$ cat src/rtl/display_src_arbiter_if.sv
// Channel-to-display bundle between the source blocks and the display arbiter.
// Latency: none (wires only).
// Backpressure: none; ch_valid is a level "ready" flag, outputs are registered by the arbiter.
interface display_src_arbiter_if #(
  parameter int N_CH = 3,
  parameter int W    = 16
);
  localparam int SW = (N_CH > 1) ? $clog2(N_CH) : 1;

  logic [N_CH*W-1:0] ch_data;
  logic [N_CH-1:0]   ch_valid;
  logic [W-1:0]      numero_output;
  logic [SW-1:0]     sel_o;
  logic              blank_o;
  logic              changed_o;

  // Source side: drives channel data/flags, observes the display state.
  modport master (
    output ch_data, ch_valid,
    input  numero_output, sel_o, blank_o, changed_o
  );

  // Arbiter side.
  modport slave (
    input  ch_data, ch_valid,
    output numero_output, sel_o, blank_o, changed_o
  );
endinterface

$ cat src/rtl/display_src_arbiter.sv
// Picks which channel drives the BCD/7-segment path, with min hold, blank gap and change strobe.
// Latency: 1 cycle from ch_data[sel] to numero_output in SHOW; switches take BLANK_CYC+1 edges.
// Backpressure: none; channels are level-qualified by ch_valid, the display never stalls them.
module display_src_arbiter #(
  parameter int N_CH      = 3,
  parameter int W         = 16,
  parameter int HOLD_CYC  = 4,
  parameter int BLANK_CYC = 2,
  parameter int LIVE      = 1
) (
  input  logic                  clk,
  input  logic                  rst,
  display_src_arbiter_if.slave  bus
);

  localparam int SW = (N_CH > 1) ? $clog2(N_CH) : 1;
  localparam int HW = (HOLD_CYC > 0) ? $clog2(HOLD_CYC + 1) : 1;
  localparam int BW = (BLANK_CYC > 1) ? $clog2(BLANK_CYC) : 1;

  localparam logic [HW-1:0] HOLD_LD  = HW'(HOLD_CYC);
  localparam logic [BW-1:0] BLANK_LD = (BLANK_CYC > 0) ? BW'(BLANK_CYC - 1) : '0;

  typedef enum logic {
    S_SHOW  = 1'b0,
    S_BLANK = 1'b1
  } state_t;

  state_t        r_state;
  logic [SW-1:0] r_sel;
  logic [HW-1:0] r_hold;
  logic [BW-1:0] r_blank_cnt;
  logic [W-1:0]  r_out;
  logic          r_blank_o;
  logic          r_changed;

  state_t        w_state;
  logic [SW-1:0] w_sel;
  logic [HW-1:0] w_hold;
  logic [BW-1:0] w_blank_cnt;
  logic [W-1:0]  w_out;
  logic          w_blank_o;
  logic          w_changed;

  logic [SW-1:0] w_cand;
  logic          w_switch;
  logic [W-1:0]  w_ch [N_CH];

  // Channel 0 is the always-eligible base, so its valid flag carries no information.
  logic w_unused_valid0;
  assign w_unused_valid0 = bus.ch_valid[0];

  // Split the packed channel bus into one word per channel.
  always_comb begin
    for (int i = 0; i < N_CH; i++) begin
      w_ch[i] = bus.ch_data[i*W +: W];
    end
  end

  // Candidate: highest-index valid channel above 0, falling back to the base channel.
  always_comb begin
    w_cand = '0;
    for (int i = 1; i < N_CH; i++) begin
      if (bus.ch_valid[i]) begin
        w_cand = SW'(i);
      end
    end
  end

  // Higher priority preempts the hold; a lower one must wait for the hold to expire.
  assign w_switch = (w_cand != r_sel) && ((w_cand > r_sel) || (r_hold == '0));

  // Next-state and next-output logic for the SHOW/BLANK controller.
  always_comb begin
    w_state     = r_state;
    w_sel       = r_sel;
    w_hold      = r_hold;
    w_blank_cnt = r_blank_cnt;
    w_out       = r_out;
    w_blank_o   = r_blank_o;
    w_changed   = 1'b0;

    case (r_state)
      S_SHOW: begin
        w_blank_o = 1'b0;
        if (r_hold != '0) begin
          w_hold = r_hold - HW'(1);
        end
        if (LIVE != 0) begin
          w_out = w_ch[r_sel];
        end
        if (w_switch) begin
          w_sel = w_cand;
          if (BLANK_CYC > 0) begin
            w_state     = S_BLANK;
            w_blank_cnt = BLANK_LD;
            w_out       = '0;
            w_blank_o   = 1'b1;
          end else begin
            // No gap: load the new source directly and restart the hold.
            w_out     = w_ch[w_cand];
            w_hold    = HOLD_LD;
            w_changed = 1'b1;
          end
        end
      end

      S_BLANK: begin
        w_out     = '0;
        w_blank_o = 1'b1;
        if (r_blank_cnt == '0) begin
          // Only the candidate present at the end of the gap is used.
          w_state   = S_SHOW;
          w_sel     = w_cand;
          w_out     = w_ch[w_cand];
          w_hold    = HOLD_LD;
          w_blank_o = 1'b0;
          w_changed = 1'b1;
        end else begin
          w_blank_cnt = r_blank_cnt - BW'(1);
        end
      end
    endcase
  end

  // State and output registers; reset puts the base channel on display with no hold pending.
  always_ff @(posedge clk or negedge rst) begin
    if (!rst) begin
      r_state     <= S_SHOW;
      r_sel       <= '0;
      r_hold      <= '0;
      r_blank_cnt <= '0;
      r_out       <= '0;
      r_blank_o   <= 1'b0;
      r_changed   <= 1'b0;
    end else begin
      r_state     <= w_state;
      r_sel       <= w_sel;
      r_hold      <= w_hold;
      r_blank_cnt <= w_blank_cnt;
      r_out       <= w_out;
      r_blank_o   <= w_blank_o;
      r_changed   <= w_changed;
    end
  end

  assign bus.numero_output = r_out;
  assign bus.sel_o         = r_sel;
  assign bus.blank_o       = r_blank_o;
  assign bus.changed_o     = r_changed;

endmodule

$ cat src/flat_wrapper.sv
// flat-port wrapper written by rule: the top's interface ports become plain ports
module display_src_arbiter_flat 
#(
  parameter int N_CH      = 3,
  parameter int W         = 16,
  parameter int HOLD_CYC  = 4,
  parameter int BLANK_CYC = 2,
  parameter int LIVE      = 1
)
  (clk, rst, bus_ch_data, bus_ch_valid, bus_numero_output, bus_sel_o, bus_blank_o, bus_changed_o);
  display_src_arbiter_if #(.N_CH(N_CH), .W(W)) bus_i ();
  input  logic clk;
  input  logic rst;
  input wire logic [$bits(bus_i.ch_data)-1:0] bus_ch_data;
  input wire logic [$bits(bus_i.ch_valid)-1:0] bus_ch_valid;
  output wire logic [$bits(bus_i.numero_output)-1:0] bus_numero_output;
  output wire logic [$bits(bus_i.sel_o)-1:0] bus_sel_o;
  output wire logic [$bits(bus_i.blank_o)-1:0] bus_blank_o;
  output wire logic [$bits(bus_i.changed_o)-1:0] bus_changed_o;
  assign bus_i.ch_data = bus_ch_data;
  assign bus_i.ch_valid = bus_ch_valid;
  assign bus_numero_output = bus_i.numero_output;
  assign bus_sel_o = bus_i.sel_o;
  assign bus_blank_o = bus_i.blank_o;
  assign bus_changed_o = bus_i.changed_o;
  display_src_arbiter #(.N_CH(N_CH), .W(W), .HOLD_CYC(HOLD_CYC), .BLANK_CYC(BLANK_CYC), .LIVE(LIVE)) u_core (.clk(clk), .rst(rst), .bus(bus_i));
endmodule
$ cat config.mk
export PLATFORM = sky130hd
export DESIGN_NAME = display_src_arbiter_flat
export DESIGN_NICKNAME = d
export VERILOG_FILES = /design/src/rtl/display_src_arbiter_if.sv /design/src/rtl/display_src_arbiter.sv /design/src/flat_wrapper.sv
export SDC_FILE = /design/constraint.sdc
export NUM_CORES = 1
export LEC_CHECK = 0
export BUFFER_PORTS_ARGS = -buffer_cell sky130_fd_sc_hd__buf_4
export CAP_MARGIN = 20
export CELL_PAD_IN_SITES_DETAIL_PLACEMENT = 1
export CELL_PAD_IN_SITES_GLOBAL_PLACEMENT = 2
export CORE_UTILIZATION = 28
export DETAILED_ROUTE_END_ITERATION = 16
export PLACE_DENSITY = 0.91
export REMOVE_ABC_BUFFERS = 1
export SETUP_SLACK_MARGIN = 0.4
export SYNTH_ARGS = -nofsm -noshare
export SYNTH_HDL_FRONTEND = slang
export SYNTH_SLANG_ARGS = --single-unit
$ cat constraint.sdc
create_clock -name clk -period 3.2 [get_ports clk]
set_input_delay 0.96 -clock clk [delete_from_list [all_inputs] [get_ports clk]]
set_output_delay 0.96 -clock clk [all_outputs]
set_load 0.02 [all_outputs]
==> reports/results.txt, run 1 <==
Maxcap violations: 0
Setup total negative slack: 0 ns
Die height: 78.37 um
Post-Syn Area: 1633 um^2
Worst VDD drop: 0.2967 mV
Synth Register Bits: 24
RSZ-0062 raised after global routing: false
Crit path cell chain: buf_4, nand2b_1, ha_1, and3b_1, a41oi_4, buf_4, nand3_1, o21ai_0
Worst setup EP type: flip-flop
Final total power: 1932 uW
Horiz. Die Dim: 78.37 um
Max-slew violation count: 0
Post-CTS Hold Fix Bufs: 0
Post-Syn Instances: 186
Synth area leader: dfrtp_1
Setup Buffers After CTS: 0
Commonest cells in the synthesized netlist: nor2_1, mux2i_1, a21oi_1
Most common cell on crit path: buf_4
PortBufs: 71
Remaining routing DRC violations: 0
Post-route cell area: 2292 um^2
Worst min-delay path class: reg2reg
Yosys warnings: 0
DR iter-0 viols: 62
Yosys top cell area share: 36.78%
Clock Skew: 0.01123 ns
Crit path kind: in2reg
Length of routed met2 wiring: 2.459 mm
PwrDens: 842.7 nW/um^2
Asr flop ratio synth: 100.0%
Total Nets Final: 311
Starting Density: 29.29%
Worst setup SP type: primary input
Post-synth EDFFs: 0
Avg Vias per Cell: 4.960
Fin. Hold Viols: 0
Initial antenna violation count: 0
Final Cycle Share: 76.42%
TritonRoute pass-1 iters: 4
Post-route antenna net violation count: 0
Grt total ovfl: 0
Seq/Total Area, Yosys: 36.78%
Critical-path maximum fanout: 18
Worst-skew pair later-pin latency: 0.28 ns
RePlAce Congestion: 0.7517
Area Overhead vs Synth: 40.38%
Post-CTS sizing: 0
Max Clk Rate: 408.9 MHz
Num rows: 27
Crit path DAT: 2.65 ns
Final setup fails: 0
Antenna diodes: 0
Layout cell share with drive strength beyond 1: 32.81%
CP bufs+invs: 2
Top post-synthesis cells by area: dfrtp_1, mux2i_1, a21oi_1
M1 WL: 2.270 mm
Inserted Clock Buffers: 3
Largest net degree at the start of global routing: 25
Global-route wire length before repair: 8.128 mm
CTS Root Cell: clkbuf_8
H-tree levels: 1
GRT Overall Usage: 17.08%
Most frequent cell after synthesis: nor2_1
CTS tree: yes
Yosys cell types: 23
Syn_area_per_cell: 8.779 um^2
Clock Tree Buf Depth: 2
Vias in the first global route: 1627
DR top layer: met4
Post-route minimum period: 2.445 ns
Vias: 1612
Slew margin rel.: 49.85%
CP top delay family: simple AND/OR/NAND/NOR gates
Final wirelength: 5.000 mm
Hold Worst Slack: 0.4949 ns
Post-place instance area: 2213 um^2
DR WL/cell: 15.38 um
Pleak: 0.001124 uW
Core ar.: 5574 um^2
Fin util: 41.12%
Actual slew at the worst max-slew pin: 0.7522 ns
CP Data Required Time: 3.40 ns
Critical Path Max Stage Delay: 0.38 ns
Die ar.: 6141 um^2
WL met3: 220 um
Clock slew seen by the registers of the worst setup and hold paths: 0.10 ns
CP max stage cell: a41oi_4
Io pins: 73
Synth Flop Type: dfrtp_1
Final HPWL DP: 3.635 mm
Clock Sinks: 24
Status: finished, final reports clean
Fillers: 682
[final timing paths]
| kind | start | to | slack (ns) | depth (start not counted) |
|---|---|---|---|---|
| setup reg to reg | u_core.bus.sel_o[0] | u_core.bus.sel_o[1] | 0.88 | 6 |
| max in group asynchronous | rst | u_core.bus.numero_output[7] | 2.37 | 1 |
| setup / recovery | bus_ch_valid[2] | u_core.bus.sel_o[1] | 0.75 | 8 |
| hold / removal | u_core.r_hold[1] | u_core.r_hold[1] | 0.49 | 2 |
| min in group asynchronous | rst | u_core.bus.sel_o[0] | 0.57 | 1 |
| hold reg to reg | u_core.r_hold[1] | u_core.r_hold[1] | 0.49 | 2 |
[worst min-delay path, stage by stage, from the launching register on]
cell and delay (ns):
dfrtp_1 0.35, nand2_1 0.05, o31ai_1 0.06
[through the flow]
stage,instances,setup WS (ns)
2_1_floorplan,172,0.7869
3_3_place_gp,320,0.5099
3_5_place_dp,320,0.4922
4_1_cts,324,0.7436
5_1_grt,325,0.6423
6_report,325,0.7546
[state kept, by name, indices dropped and copies added, names as in the netlist]
name and cells:
u_core.bus.numero_output 16, u_core.r_state 1, u_core.r_hold 3, u_core.bus.sel_o 2, u_core.bus.changed_o 1, u_core.r_blank_cnt 1
[report_power, final]
group | internal [uW] | total (uW) | switching (uW)
clock | 168 | 278 | 111
combinational | 498 | 1130 | 630
sequential | 434 | 526 | 92.5
total | 1100 | 1930 | 833
[metal layers]
| layer | vias to the layer above | GRT usage, % |
|---|---|---|
| li1 | 797 | - |
| met1 | 763 | 22.70 |
| met2 | 48 | 28.95 |
| met3 | 4 | 2.326 |
| met4 | 0 | 4.444 |
| met5 | - | 0 |
[placed cells by master (no fill, tap or decap)]
cell type	instances
and2_4	1
dfrtp_1	24
a41oi_4	1
a21boi_0	1
nor2_1	34
o22ai_1	16
nor2b_1	1
inv_1	8
bufinv_16	1
o21ai_0	3
a21oi_1	32
o31ai_1	2
a311o_1	1
nand2b_1	3
buf_4	77
clkbuf_8	3
a31oi_1	1
ha_1	4
and3b_1	1
nand3_1	1
mux2i_1	33
a32o_1	1
nand2_1	4
[logic make-up after synthesis]
group | after synthesis | synth area share, %
adder cells (fa/ha/maj) | 4 | 3.065
AND/OR/NAND/NOR | 45 | 11.65
flip-flops | 24 | 36.78
buffers and inverters | 22 | 6.743
multiplexers | 33 | 20.23
AO/OA/AOI/OAI | 58 | 21.53
[final cells by class]
class                           instances  area (um^2)  area share, %
Tap cell                               72        90.09          3.930
Timing Repair Buffer                   77        578.1          25.22
Inverter                                8        30.03          1.310
Sequential cell                        24        600.6          26.20
Clock inverter                          1        30.03          1.310
Clock buffer                            3        41.29          1.801
Multi-Input combinational cell        140        922.1          40.23
Note: power is estimated with default switching activity, not from simulation.
==> run 2: changes to the inputs <==
--- a/config.mk
+++ b/config.mk
@@ -9,9 +9,9 @@
 export CAP_MARGIN = 20
 export CELL_PAD_IN_SITES_DETAIL_PLACEMENT = 1
 export CELL_PAD_IN_SITES_GLOBAL_PLACEMENT = 2
-export CORE_UTILIZATION = 28
+export CORE_UTILIZATION = 26
 export DETAILED_ROUTE_END_ITERATION = 16
-export PLACE_DENSITY = 0.91
+export PLACE_DENSITY = 0.86
 export REMOVE_ABC_BUFFERS = 1
 export SETUP_SLACK_MARGIN = 0.4
 export SYNTH_ARGS = -nofsm -noshare
==> constraint.sdc (replaced) <==
create_clock -name clk -period 2.4 [get_ports clk]
set_input_delay 0.72 -clock clk [delete_from_list [all_inputs] [get_ports clk]]
set_output_delay 0.72 -clock clk [all_outputs]
set_load 0.02 [all_outputs]
==> reports/results.txt, run 2 (synthesis gave the netlist of run 1 again) <==
Status: finished, final reports clean
Grt total ovfl: 0
Area Overhead vs Synth: 41.07%
RR Startpoint: u_core.bus.sel_o[0]
Setup total negative slack: 0 ns
CTS tree: yes
Num rows: 28
Remaining routing DRC violations: 0
Max-slew violation count: 0
Largest net degree at the start of global routing: 33
Total Nets Final: 313
DP Cell Count: 325
Initial antenna violation count: 0
CTS Root Cell: clkbuf_8
DR iter-0 viols: 39
Clock slew seen by the registers of the worst setup and hold paths: 0.09 ns
Antenna diodes: 0
Final setup fails: 0
Actual slew at the worst max-slew pin: 0.3313 ns
Clock Tree Buf Depth: 2
Starting Density: 27.26%
Final HPWL DP: 3.612 mm
Combinational power share: 62.1%
PwrDens: 1103 nW/um^2
Die height: 81.25 um
Horiz. Die Dim: 81.25 um
Io pins: 73
Most frequent cells in the layout: buf_4, nor2_1, mux2i_1
Crit path kind: in2reg
Die ar.: 6601 um^2
Slew margin rel.: 77.83%
Pleak: 0.001127 uW
Post-route antenna net violation count: 0
RSZ-0062 raised after global routing: false
FF/Latch Area: 601.8 um^2
RePlAce Congestion: 0.7230
Vias: 1607
CP Data Required Time: 2.56 ns
Critical-path maximum fanout: 11
Pre-CTS setup slack: 0.2100 ns
Layout cell share with drive strength beyond 1: 33.73%
H-tree levels: 1
Fin. Hold Viols: 0
Worst setup path startpoint: bus_ch_valid[2]
PortBufs: 71
Switch share: 43.89%
Worst-skew pair later-pin latency: 0.27 ns
Post-CTS sizing: 1
Crit path DAT: 2.06 ns
Post-place instance area: 2232 um^2
Sequential share of power: 26.6%
Final Cycle Share: 79.53%
DR WL/cell: 15.17 um
Commonest non-fill, non-tap cell in the layout: buf_4
Internal power: 1426 uW
Setup slack after layout: 0.4913 ns
Max Clk Rate: 523.9 MHz
Fillers: 722
Worst setup EP type: flip-flop
Worst min-delay path class: in2async
GRT Overall Usage: 16.10%
Worst setup SP type: primary input
Post-CTS Hold Fix Bufs: 0
Worst VDD drop: 0.4995 mV
Multi-input logic area: 922.1 um^2
Post-route minimum period: 1.909 ns
Final wirelength: 5.006 mm
Maxcap violations: 0
Clock Sinks: 24
Setup Buffers After CTS: 0
Post-route cell area: 2303 um^2
Global-route wire length before repair: 8.010 mm
Clock share of power: 11.3%
Avg Vias per Cell: 4.870
Core ar.: 5991 um^2
TritonRoute pass-1 iters: 4
Vias in the first global route: 1643
Post-Layout Cell Count: 330
Inserted Clock Buffers: 3
Number of flip-flops in the largest register: 16
Switching power: 1115 uW
Clock Skew: 0.002469 ns
-- run 2: cell count changes in the layout (fill, tap and decap cells not counted), sizes merged --
| cell | before | now |
|---|---|---|
| buf | 77 | 79 |
| bufinv | 1 | 0 |
| clkbuf | 3 | 4 |
-- run 2: power by group through the flow --
stage          Sequential, uW  Combinational [uW]  Clock, uW
6_report                  677                1580        286
3_3_place_gp              683                1540          0
4_1_cts                   680                1580        295
5_1_grt                   699                1740        311
3_5_place_dp              684                1570          0
2_1_floorplan             891                 728          0
-- run 2: routing by layer --
metal	global-route usage, %	up-vias	part of all wire, %
li1	-	799	-
met1	20.53	756	44
met2	28.07	45	51
met3	1.685	7	3.5
met4	5.357	0	1.6
met5	0	-	0
-- run 2: layout make-up --
class	instances	area share, %
Multi-Input combinational cell	140	40.03
Sequential cell	24	26.13
Timing Repair Buffer	79	26.07
Tap cell	75	4.074
Clock buffer	4	2.390
Inverter	8	1.304
-- run 2: stage by stage --
step | util (%) | hold WS, ns | power [uW]
floorplan | - | 0.4244 | 1619
global placement | 37.26 | 0.4648 | 2220
detailed placement | 37.26 | 0.4749 | 2250
CTS | 38.24 | 0.3507 | 2555
global route | 38.45 | 0.3539 | 2753
finish | 38.45 | 0.3364 | 2541
-- run 2: final timing paths --
kind | end | slack, ns | cells past startpoint
max | u_core.bus.numero_output[13] | 0.49 | 7
min | u_core.bus.numero_output[4] | 0.34 | 1
max reg2reg | u_core.bus.numero_output[13] | 0.72 | 5
min reg2reg | u_core.r_hold[1] | 0.49 | 2
max in group asynchronous | u_core.bus.sel_o[0] | 1.80 | 1
min in group clk | u_core.r_hold[1] | 0.49 | 2
-- run 2: critical path, cell delays in order --
cell and delay [ns]:
buf_4 0.13, nand2b_1 0.16, ha_1 0.29, and3b_1 0.22
a41oi_4 0.22, buf_4 0.23, o22ai_1 0.10
